<file path="src/rtl/sd_spi_pkg.sv">
// Shared constants and state encoding for the SD-card SPI read path.
package sd_spi_pkg;

  localparam logic [7:0] CMD17_INDEX   = 8'h51;
  localparam logic [7:0] CMD_CRC_DUMMY = 8'hFF;
  localparam logic [7:0] START_TOKEN   = 8'hFE;
  localparam int         SECTOR_WORDS  = 256;
  localparam int         CMD_BITS      = 48;
  localparam int         DATA_BITS     = SECTOR_WORDS * 16;
  localparam int         CRC_BITS      = 16;

  typedef enum logic [3:0] {
    ST_IDLE,
    ST_SEND_CMD,
    ST_WAIT_R1,
    ST_RECV_R1,
    ST_WAIT_TOKEN,
    ST_RECV_DATA,
    ST_RECV_CRC,
    ST_TAIL,
    ST_ERR
  } rd_state_t;

endpackage

</file>
<file path="src/rtl/sd_spi_read_if.sv">
// Request, card-pin and data-stream signals of the single-block read engine.
interface sd_spi_read_if;
  logic        sd_spi_miso;
  logic        rd_sd_cs;
  logic        rd_sd_mosi;
  logic        rd_start_en;
  logic [31:0] rd_sec_addr;
  logic        rd_busy;
  logic        rd_en;
  logic [15:0] rd_data;
  logic        rd_err;

  modport master (
    output sd_spi_miso, rd_start_en, rd_sec_addr,
    input  rd_sd_cs, rd_sd_mosi, rd_busy, rd_en, rd_data, rd_err
  );

  modport slave (
    input  sd_spi_miso, rd_start_en, rd_sec_addr,
    output rd_sd_cs, rd_sd_mosi, rd_busy, rd_en, rd_data, rd_err
  );
endinterface

</file>
<file path="src/rtl/sd_spi_shift_rx.sv">
// MSB-first 16-bit receive shifter; word/word_done show the value including the bit being shifted now.
module sd_spi_shift_rx (
  input  logic        clk_sd,
  input  logic        reset_n,
  input  logic        clear,
  input  logic        shift_en,
  input  logic        din,
  output logic [15:0] word,
  output logic        word_done
);

  logic [15:0] shift_reg;
  logic [3:0]  count_reg;

  always_ff @(posedge clk_sd or negedge reset_n) begin
    if (!reset_n) begin
      shift_reg <= '0;
      count_reg <= '0;
    end else if (clear) begin
      shift_reg <= '0;
      count_reg <= '0;
    end else if (shift_en) begin
      shift_reg <= word;
      count_reg <= count_reg + 4'd1;
    end
  end

  assign word      = {shift_reg[14:0], din};
  assign word_done = shift_en & ~clear & (count_reg == 4'd15);

endmodule

</file>
<file path="src/rtl/sd_spi_read.sv">
// CMD17 single-sector read: sends the command, checks R1, waits for the start
// token and streams 256 big-endian words, then releases CS for the tail clocks.
module sd_spi_read
  import sd_spi_pkg::*;
#(
  parameter int RESP_TIMEOUT  = 255,
  parameter int TOKEN_TIMEOUT = 250000,
  parameter int TAIL_CLKS     = 8
) (
  input  logic         clk_sd,
  input  logic         reset_n,
  sd_spi_read_if.slave bus
);

  localparam logic [17:0] RESP_LIMIT  = 18'(RESP_TIMEOUT - 1);
  localparam logic [17:0] TOKEN_LIMIT = 18'(TOKEN_TIMEOUT - 1);
  localparam logic [12:0] CMD_LAST    = 13'(CMD_BITS - 1);
  localparam logic [12:0] DATA_LAST   = 13'(DATA_BITS - 1);
  localparam logic [12:0] CRC_LAST    = 13'(CRC_BITS - 1);
  localparam logic [12:0] TAIL_LAST   = 13'(TAIL_CLKS - 1);

  rd_state_t   state_reg, state_next;
  logic [12:0] bit_cnt_reg, bit_cnt_next;
  logic [17:0] tmo_reg, tmo_next;
  logic [47:0] cmd_reg, cmd_next;
  logic        rd_en_reg, rd_en_next;
  logic [15:0] rd_data_reg, rd_data_next;
  logic        start_prev_reg;
  logic        start;
  logic        rx_clear, rx_shift, rx_done;
  logic [15:0] rx_word;

  assign start = bus.rd_start_en & ~start_prev_reg;

  sd_spi_shift_rx u_rx (
    .clk_sd    (clk_sd),
    .reset_n   (reset_n),
    .clear     (rx_clear),
    .shift_en  (rx_shift),
    .din       (bus.sd_spi_miso),
    .word      (rx_word),
    .word_done (rx_done)
  );

  always_ff @(posedge clk_sd or negedge reset_n) begin
    if (!reset_n) begin
      state_reg      <= ST_IDLE;
      bit_cnt_reg    <= '0;
      tmo_reg        <= '0;
      cmd_reg        <= '1;
      rd_en_reg      <= 1'b0;
      rd_data_reg    <= '0;
      start_prev_reg <= 1'b0;
    end else begin
      state_reg      <= state_next;
      bit_cnt_reg    <= bit_cnt_next;
      tmo_reg        <= tmo_next;
      cmd_reg        <= cmd_next;
      rd_en_reg      <= rd_en_next;
      rd_data_reg    <= rd_data_next;
      start_prev_reg <= bus.rd_start_en;
    end
  end

  always_comb begin
    state_next   = state_reg;
    bit_cnt_next = bit_cnt_reg + 13'd1;
    tmo_next     = (tmo_reg == '1) ? tmo_reg : tmo_reg + 18'd1;
    cmd_next     = cmd_reg;
    rd_en_next   = 1'b0;
    rd_data_next = rd_data_reg;
    rx_clear     = 1'b1;
    rx_shift     = 1'b0;

    case (state_reg)
      ST_IDLE: begin
        if (start) begin
          state_next = ST_SEND_CMD;
          cmd_next   = {CMD17_INDEX, bus.rd_sec_addr, CMD_CRC_DUMMY};
        end
      end
      ST_SEND_CMD: begin
        cmd_next = {cmd_reg[46:0], 1'b1};
        if (bit_cnt_reg == CMD_LAST) state_next = ST_WAIT_R1;
      end
      ST_WAIT_R1: begin
        // The first low bit on MISO is already R1 bit 7, so capture it here.
        rx_clear = 1'b0;
        if (!bus.sd_spi_miso) begin
          rx_shift   = 1'b1;
          state_next = ST_RECV_R1;
        end else if (tmo_reg == RESP_LIMIT) begin
          state_next = ST_ERR;
        end
      end
      ST_RECV_R1: begin
        rx_clear = 1'b0;
        rx_shift = 1'b1;
        if (bit_cnt_reg == 13'd6)
          state_next = (rx_word[7:0] == 8'h00) ? ST_WAIT_TOKEN : ST_ERR;
      end
      ST_WAIT_TOKEN: begin
        if (bus.sd_spi_miso == START_TOKEN[0]) state_next = ST_RECV_DATA;
        else if (tmo_reg == TOKEN_LIMIT)        state_next = ST_ERR;
      end
      ST_RECV_DATA: begin
        rx_clear = 1'b0;
        rx_shift = 1'b1;
        if (rx_done) begin
          rd_en_next   = 1'b1;
          rd_data_next = rx_word;
        end
        if (bit_cnt_reg == DATA_LAST) state_next = ST_RECV_CRC;
      end
      ST_RECV_CRC: if (bit_cnt_reg == CRC_LAST)  state_next = ST_TAIL;
      ST_TAIL:     if (bit_cnt_reg == TAIL_LAST) state_next = ST_IDLE;
      ST_ERR:      state_next = ST_TAIL;
      default:     state_next = ST_IDLE;
    endcase

    // Both counters are per-state: every transition restarts them.
    if (state_next != state_reg) begin
      bit_cnt_next = '0;
      tmo_next     = '0;
    end
  end

  assign bus.rd_busy    = (state_reg != ST_IDLE);
  assign bus.rd_sd_cs   = state_reg inside {ST_IDLE, ST_TAIL, ST_ERR};
  assign bus.rd_sd_mosi = (state_reg == ST_SEND_CMD) ? cmd_reg[47] : 1'b1;
  assign bus.rd_err     = (state_reg == ST_ERR);
  assign bus.rd_en      = rd_en_reg;
  assign bus.rd_data    = rd_data_reg;

endmodule

</file>
<file path="src/flat_wrapper.sv">
// flat-port wrapper written by rule: the top's interface ports become plain ports
module sd_spi_read_flat import sd_spi_pkg::*;
#(
  parameter int RESP_TIMEOUT  = 255,
  parameter int TOKEN_TIMEOUT = 250000,
  parameter int TAIL_CLKS     = 8
)
  (clk_sd, reset_n, bus_sd_spi_miso, bus_rd_start_en, bus_rd_sec_addr, bus_rd_sd_cs, bus_rd_sd_mosi, bus_rd_busy, bus_rd_en, bus_rd_data, bus_rd_err);
  sd_spi_read_if bus_i ();
  input  logic clk_sd;
  input  logic reset_n;
  input wire logic [$bits(bus_i.sd_spi_miso)-1:0] bus_sd_spi_miso;
  input wire logic [$bits(bus_i.rd_start_en)-1:0] bus_rd_start_en;
  input wire logic [$bits(bus_i.rd_sec_addr)-1:0] bus_rd_sec_addr;
  output wire logic [$bits(bus_i.rd_sd_cs)-1:0] bus_rd_sd_cs;
  output wire logic [$bits(bus_i.rd_sd_mosi)-1:0] bus_rd_sd_mosi;
  output wire logic [$bits(bus_i.rd_busy)-1:0] bus_rd_busy;
  output wire logic [$bits(bus_i.rd_en)-1:0] bus_rd_en;
  output wire logic [$bits(bus_i.rd_data)-1:0] bus_rd_data;
  output wire logic [$bits(bus_i.rd_err)-1:0] bus_rd_err;
  assign bus_i.sd_spi_miso = bus_sd_spi_miso;
  assign bus_i.rd_start_en = bus_rd_start_en;
  assign bus_i.rd_sec_addr = bus_rd_sec_addr;
  assign bus_rd_sd_cs = bus_i.rd_sd_cs;
  assign bus_rd_sd_mosi = bus_i.rd_sd_mosi;
  assign bus_rd_busy = bus_i.rd_busy;
  assign bus_rd_en = bus_i.rd_en;
  assign bus_rd_data = bus_i.rd_data;
  assign bus_rd_err = bus_i.rd_err;
  sd_spi_read #(.RESP_TIMEOUT(RESP_TIMEOUT), .TOKEN_TIMEOUT(TOKEN_TIMEOUT), .TAIL_CLKS(TAIL_CLKS)) u_core (.clk_sd(clk_sd), .reset_n(reset_n), .bus(bus_i));
endmodule
</file>
<file path="config.mk">
export PLATFORM = sky130hd
export DESIGN_NAME = sd_spi_read_flat
export DESIGN_NICKNAME = d
export VERILOG_FILES = /design/src/rtl/sd_spi_pkg.sv /design/src/rtl/sd_spi_read_if.sv /design/src/rtl/sd_spi_shift_rx.sv /design/src/rtl/sd_spi_read.sv /design/src/flat_wrapper.sv
export SDC_FILE = /design/constraint.sdc
export NUM_CORES = 1
export LEC_CHECK = 0
export ABC_AREA = 1
export CAP_MARGIN = 10
export CORE_UTILIZATION = 60
export DETAILED_ROUTE_END_ITERATION = 10
export HOLD_SLACK_MARGIN = 0.05
export PLACE_DENSITY_LB_ADDON = 0.08
export SLEW_MARGIN = 40
export SYNTH_ARGS = -nofsm -noshare
export SYNTH_HDL_FRONTEND = slang
export SYNTH_SLANG_ARGS = --single-unit
</file>
<file path="constraint.sdc">
create_clock -name clk_sd -period 5.6 [get_ports clk_sd]
set_input_delay 0.84 -clock clk_sd [delete_from_list [all_inputs] [get_ports clk_sd]]
set_output_delay 0.84 -clock clk_sd [all_outputs]
set_load 0.03 [all_outputs]
</file>
---- After elaboration in Yosys (flattened, before gate mapping) ----
Index checks and enable logic that the tools add are counted.
word-level totals
  bits in latches ......................... 0
  bits in read-only memories .............. 0
  bits in writable memories ............... 0
  memories ................................ 0
  register bits ........................... 120
  output and inout bits ................... 21
  word-level logic and storage cells ...... 72
cells by class
  div/mod/pow operators ................... 0
  $mul .................................... 0
  magnitude comparators ................... 0
  reductions and logical operators ........ 9
  bitwise logic cells ..................... 4
  muxes and demuxes ....................... 26
  shift operators ......................... 0
  eq/ne operators ......................... 21
  add/subtract/negate cells ............... 3
operators by type and width
  kind                   number
  $pmux 48 s2            1
  $mux 4                 13
  $mux 48                1
  $eq 18x18->1 const B   2
  $mux 18                2
  $pmux 4 s9             1
  $mux 15                2
  $eq 13x3->1 const B    2
  $add 18x1->18 const B  1
  $eq 18x8->1 const B    1
  $eq 4x3->1 const B     4
  $add 13x1->13 const B  1
  $eq 13x12->1 const B   1
  $eq 13x4->1 const B    1
  $eq 13x6->1 const B    1
  $mux 13                1
  $eq 4x2->1 const B     2
  $eq 4x4->1 const B     2
  $logic_not 8->1        1
  $add 4x1->4 const B    1
  $eq 4x1->1 const B     1
  $logic_not 4->1        1
  $mux 1                 4
  $ne 2x1->1 const B     2
  11 further kinds       14

---- Longest topological paths before layout ----
Gate-level depths: netlist (run 1).
  word-level depth ........................ 7
  depth in mapped cells ................... 15
  mapped depth without buffers ............ 14

---- By module ----
Synthesis (run 1) repeated with hierarchy kept, for this count alone.
unflattened totals
  cell total of the unflattened synthesis .. 639
  area, all modules ....................... 5,564.1 µm²
modules (own cells, without submodules)
  module           times used  cells an instance  seq. area each (µm²)  area an instance (µm²)
  sd_spi_read      1           563                2,377.3               4,737.0
  sd_spi_shift_rx  1           76                 475.5                 827.0

---- Worst setup path after synthesis (run 1) ----
No wires, ideal clock.
  path type ............................... reg-to-output
  from .................................... register u_core.state_reg[2]
  to ...................................... output bus_rd_sd_mosi
  data arrival time ....................... 1.646 ns
  buffers on the path ..................... 2
  cell stages (with the launch flop) ...... 7
  path slack .............................. 3.114 ns
  cell sequence ........................... dfrtp_1 -> nor2_1 -> inv_2 -> nor3_4 -> buf_2 -> buf_1 -> nand2_1
between the ends
  cells in the longest elaborated chain, start to end .. 2
RTL lines
  item                    RTL line            source
  start, declared         sd_spi_read.sv:22   rd_state_t state_reg, state_next;
  start signal, assigned  sd_spi_read.sv:55   state_reg <= state_next;
  $eq 4x1->1              sd_spi_read.sv:130  assign bus.rd_sd_mosi = (state_reg == ST_SEND_CMD) ? cmd_reg[47] : 1'b1;
  $mux 1                  sd_spi_read.sv:130
  end, declared           flat_wrapper.sv:16  output wire logic [$bits(bus_i.rd_sd_mosi)-1:0] bus_rd_sd_mosi;
No other way between the ends.

---- Final worst setup path (run 1) ----
Ends and elaborated chain as after synthesis.

==> results of run 1 <==
==> area by class of cell <==
class,count,area [um^2]
multi-input combinational,384,2240
clock buffer,9,124
sequential,112,2850
timing repair buffer,60,592
inverter,101,379
fill,710,2480
clock inverter,7,88.8
tap,108,135
==> routing by layer <==
metal  routed length [um]  up-vias  track usage
li1                     -     2159            -
met1                 5140     2088        0.337
met2                 5320       86        0.401
met3                  371       19       0.0298
met4                  218        0       0.0896
met5                    0        -            0
==> kinds of logic (layout without fill, tap and decap cells) <==
group,count (synthesis),after routing
buf+inv,126,177
simple gates,272,272
flops,112,112
xor+xnor,16,16
fa+ha+maj,5,5
compound gates,91,91
==> critical path, stage by stage (launching register included) <==
cell and delay [ps]:
dfrtp_1 440, nor2_1 240, inv_2 110, nor3_4 160, buf_4 540, nand2_1 100, clkdlybuf4s50_1 620
==> worst paths after layout <==
kind / from / end / slack [ps]
setup / recovery: u_core.state_reg[2] / bus_rd_sd_mosi / 2160
hold / removal: reset_n / u_core.bus.rd_en / 480
setup reg to reg: u_core.state_reg[2] / u_core.cmd_reg[21] / 3050
hold reg to reg: u_core.bus.rd_data[9] / u_core.bus.rd_data[9] / 490
max in group asynchronous: reset_n / u_core.tmo_reg[13] / 3970
min in group clk_sd: u_core.bus.rd_data[9] / u_core.bus.rd_data[9] / 490
==> placed cells by master (no fill, tap or decap), types with 4 or more instances in the layout <==
cell and n:
a221oi_1 31, buf_4 4, clkbuf_8 9, clkdlybuf4s50_1 55, dfrtp_1 72, dfstp_2 40
ha_1 5, inv_1 92, inv_2 8, nand2_1 92, nand3_1 36, nand4_1 11
nor2_1 51, nor3_1 34, nor3_2 32, o21ai_0 33, o22ai_1 19, xnor2_1 5
xor2_1 11
==> through the flow <==
| stage | instance area, um^2 | total power [mW] | setup slack (ps) | cells |
|---|---|---|---|---|
| 3_3_place_gp | 6170 | 2.20 | 2340 | 764 |
| 3_5_place_dp | 6200 | 2.26 | 2580 | 765 |
| 5_1_grt | 6410 | 2.93 | 1910 | 781 |
| 4_1_cts | 6410 | 2.77 | 2150 | 781 |
| 6_report | 6410 | 2.74 | 2160 | 781 |
| 2_1_floorplan | 5600 | 2.09 | 3110 | 622 |
==> power by group through the flow <==
stage	clock network, mW	registers, mW	logic (mW)
after global routing	0.546	1.12	1.26
after CTS	0.517	1.11	1.14
after floorplan	0	1.10	0.992
after detailed placement	0	1.12	1.13
after global placement	0	1.11	1.09
final	0.502	1.11	1.13
==> flow_metrics.tcl, run 1 <==
set metrics [dict create \
    outcome "complete, no violations" \
    cp-end-kind "output port" \
    clock_power_share 0.183 \
    synth_top_family_by_area "simple AND/OR/NAND/NOR gates" \
    placementRows 34 \
    antenna_found_initial 0 \
    syn_to_final_growth_pct 14.4 \
    postRouteAntennaNets 0 \
    htree_levels 3 \
    synth_xor_area_frac 0.0250 \
    drt-vias-per-instance 5.57 \
    clk_latency_ps 370 \
    tightest_slew_ps 684 \
    clock_skew_ps 9.91 \
    vias 4352 \
    yosys.area_share.simple 0.252 \
    grt_use_total 0.244 \
    synth-compound-area-share 0.109 \
    synthAdderAreaFrac 0.0112 \
    route.final.wire_length_um 11100 \
    synth_area_leaders "dfrtp_1 (32%), dfstp_2 (19%), inv_1 (6.2%), nand2_1 (6.2%), nor3_2 (5.7%)" \
    yosysTopAreaCellShare 0.322 \
    min_period_ps 3440 \
    synth_edf_count 0 \
    nets 709 \
    dieArea_mm2 0.00972 \
    holdWs_ps 484 \
    grt_max_degree 69 \
    p_int_mw 1.56 \
    wl_per_cell_um 14.2 \
    die_w_um 98.6 \
    avgSynthCellArea_um2 9.00 \
    layout-drive-gt1-share 0.171 \
    path_class "reg2out" \
    cap_violations 0 \
    synth-seq-cells 112 \
    grt_overflow 0 \
    max_freq_mhz 290 \
    io_buffers 56 \
    p_sw_frac 0.431 \
    critical_path_required_ps 4760 \
    cp.arrival_ps 2600 \
    start_util 0.630 \
    timing.final.hold_violations 0 \
    ys_types 32 \
    worstHoldPathType "in2async" \
    core_mm2 0.00889 \
    synth_mux_area_frac 0 \
    post_cts_resized 0 \
    cts.sinks 112 \
    synth_top_cell_by_area "dfrtp_1" \
    min_period_over_period 0.615 \
    diodes 0 \
    syn-instance-count 622 \
    ir_worst_vdd_uv 291 \
    syn-cell-area_mm2 0.00560 \
    yosysSeqAreaShare 0.509 \
    p_seq_frac 0.404 \
    cp_max_fo 68 \
    cts_tree "done" \
    rsz0062_at_grt "false" \
    clockBufferDepth 2 \
    reg2reg_depth 8 \
    finalSetupViolations 0 \
    hold_buffers 0 \
    path_clk_slew_ps 110 \
    grt_pass1_vias 4188 \
    drt_first_pass_iters 5 \
    boundaryPins 57 \
    die-height_um 98.6 \
    fin_util 0.721 \
    p_sw_mw 1.18 \
    pwr_density_cell_mw_per_mm2 428 \
    finalSetupTns_ps 0 \
    numCtsBuffers 9 \
    drtIter0Drc 185 \
    drc 0 \
    gp_congestion 0.954 \
    relSlewSlack 0.544 \
    drv_slew 0 \
    startpoint_type "flip-flop" \
    postCtsSetupBuffers 0 \
    ys.flop_type "dfrtp_1" \
    p_comb_frac 0.413 \
    synth_common_cells "inv_1 (92), nand2_1 (92), dfrtp_1 (72)" \
    cts_root_buf "clkbuf_8" \
    grt_pass1_wl_um 19000 \
    largest_reg_flops 40 \
    p_leak_nw 2.82 \
    hpwl_um 7640 \
    ys_warn_count 0 \
    syn-num-nets 663 \
    async_flop_share 1.00 \
]
No activity file was read; power rests on OpenSTA's default activity.
==> run 2, diff against run 1 <==
--- a/config.mk
+++ b/config.mk
@@ -7,7 +7,7 @@
 export LEC_CHECK = 0
 export ABC_AREA = 1
 export CAP_MARGIN = 10
-export CORE_UTILIZATION = 60
+export CORE_UTILIZATION = 57
 export DETAILED_ROUTE_END_ITERATION = 10
 export HOLD_SLACK_MARGIN = 0.05
 export PLACE_DENSITY_LB_ADDON = 0.08
==> constraint.sdc (replaced) <==
create_clock -name clk_sd -period 3.3 [get_ports clk_sd]
set_input_delay 0.495 -clock clk_sd [delete_from_list [all_inputs] [get_ports clk_sd]]
set_output_delay 0.495 -clock clk_sd [all_outputs]
set_load 0.03 [all_outputs]
==> run 2 against run 1 <==
  * Utilization shrank 3.1 points
  * Power grew 71%
  * Via count shrank 1.1%
  * First-iteration DRC count shrank 7.6%
  * Critical path depth is the same
  * Final area grew 0.82%
  * Register-to-register slack lost 2300 ps
  * Clock skew grew 7.4 ps
  * Largest power group unchanged
==> flow_metrics.tcl, run 2 (synthesis gave the netlist of run 1 again) <==
set metrics [dict create \
    worstHoldPathType "in2async" \
    core_mm2 0.00937 \
    grt_max_degree 58 \
    grt_use_total 0.226 \
    gp_congestion 0.947 \
    path_clk_slew_ps 120 \
    relSlewSlack 0.534 \
    postRouteAntennaNets 0 \
    hold_buffers 0 \
    diodes 0 \
    cp-end-kind "output port" \
    cap_violations 0 \
    drtIter0Drc 171 \
    placementRows 35 \
    antenna_found_initial 0 \
    layout-drive-gt1-share 0.178 \
    io_buffers 56 \
    htree_levels 3 \
    ir_worst_vdd_uv 559 \
    dp.cells 792 \
    rsz0062_at_grt "false" \
    cp_max_fo 21 \
    critPathLaunch "u_core.state_reg[2]" \
    fin_cells 808 \
    boundaryPins 57 \
    clock_skew_ps 17.3 \
    largest_reg_flops 40 \
    grt_overflow 0 \
    outcome "complete, no violations" \
    cts_tree "done" \
    grt_pass1_vias 4046 \
    die-height_um 101 \
    seq_area_mm2 0.00285 \
    startpoint_type "flip-flop" \
    layout_common_cells "nand2_1 (92), inv_1 (92), dfrtp_1 (72)" \
    hpwl_um 7660 \
    timing.final.hold_violations 0 \
    wl_per_cell_um 13.4 \
    drv_slew 0 \
    postCtsSetupBuffers 0 \
    dieArea_mm2 0.0102 \
    num-fill-cells 762 \
    path_class "reg2out" \
    finalSetupViolations 0 \
    max_freq_mhz 370 \
    finalSetupTns_ps 0 \
    min_period_over_period 0.819 \
    drt-vias-per-instance 5.33 \
    post_cts_resized 0 \
    pwr_density_cell_mw_per_mm2 723 \
    route.final.wire_length_um 10800 \
    drt_first_pass_iters 4 \
    drc 0 \
    start_util 0.598 \
    nets 715 \
    min_period_ps 2700 \
    die_w_um 101 \
    r2r-start "u_core.bit_cnt_reg[0]" \
    cts_root_buf "clkbuf_8" \
    critical_path_required_ps 2800 \
    grt_pass1_wl_um 18400 \
    cts.sinks 112 \
    multiInputGateArea_mm2 0.00222 \
    p_leak_nw 2.84 \
    clk_latency_ps 370 \
    syn_to_final_growth_pct 15.4 \
    cp.arrival_ps 2210 \
    numCtsBuffers 9 \
    clockBufferDepth 2 \
    vias 4306 \
    fin_util 0.689 \
    tightest_slew_ps 699 \
]
-- run 2: cell count changes in the layout (fill, tap and decap cells not counted), sizes merged --
cell,previous run,this run
buf,5,11
bufinv,1,0
clkinv,4,5
-- run 2: layer usage --
layer | vias to the layer above | part of all wire | global-route usage
met1 | 2038 | 0.48 | 0.305
met4 | 0 | 0.0069 | 0.0435
li1 | 2180 | - | -
met3 | 6 | 0.036 | 0.0458
met2 | 82 | 0.48 | 0.380
met5 | - | 0 | 0
-- run 2: report_power, final --
group / internal [mW] / switching, mW / leakage (nW)
Sequential: 1.76 / 0.110 / 1.41
Combinational: 0.591 / 1.41 / 1.33
Clock: 0.299 / 0.504 / 0.101
Total: 2.65 / 2.02 / 2.84
-- run 2: per-stage QoR --
stage	instance area [um^2]	power, mW	setup slack (ps)	hold WS (ps)
6_report	6460	4.67	598	145
5_1_grt	6460	5.01	424	177
4_1_cts	6460	4.70	586	179
3_5_place_dp	6260	3.89	501	472
3_3_place_gp	6260	3.83	643	465
2_1_floorplan	5600	3.55	1160	199
-- run 2: area by class of cell --
class | count | area share
sequential | 112 | 0.442
multi-input combinational | 384 | 0.344
timing repair buffer | 66 | 0.0999
inverter | 101 | 0.0587
tap | 129 | 0.0250
clock buffer | 9 | 0.0192
clock inverter | 7 | 0.0114
-- run 2: path summary, 6_finish.rpt --
path,end,slack (ps),cells after the start
worst max-delay path,bus_rd_sd_mosi,600,6
min in group clk_sd,u_core.bus.rd_data[4],490,2
worst min register to register,u_core.bus.rd_data[4],490,2
max in group asynchronous,u_core.bit_cnt_reg[2],2410,2
worst max register to register,u_core.tmo_reg[12],760,12
worst min-delay path,u_core.bus.rd_data[9],150,1
-- run 2: critical path, stage by stage, from the launching register on --
cell             delay, ps
dfrtp_1                450
nor2_1                 220
inv_2                  110
nor3_4                 130
buf_4                  270
nand2_1                 70
clkdlybuf4s50_1        600
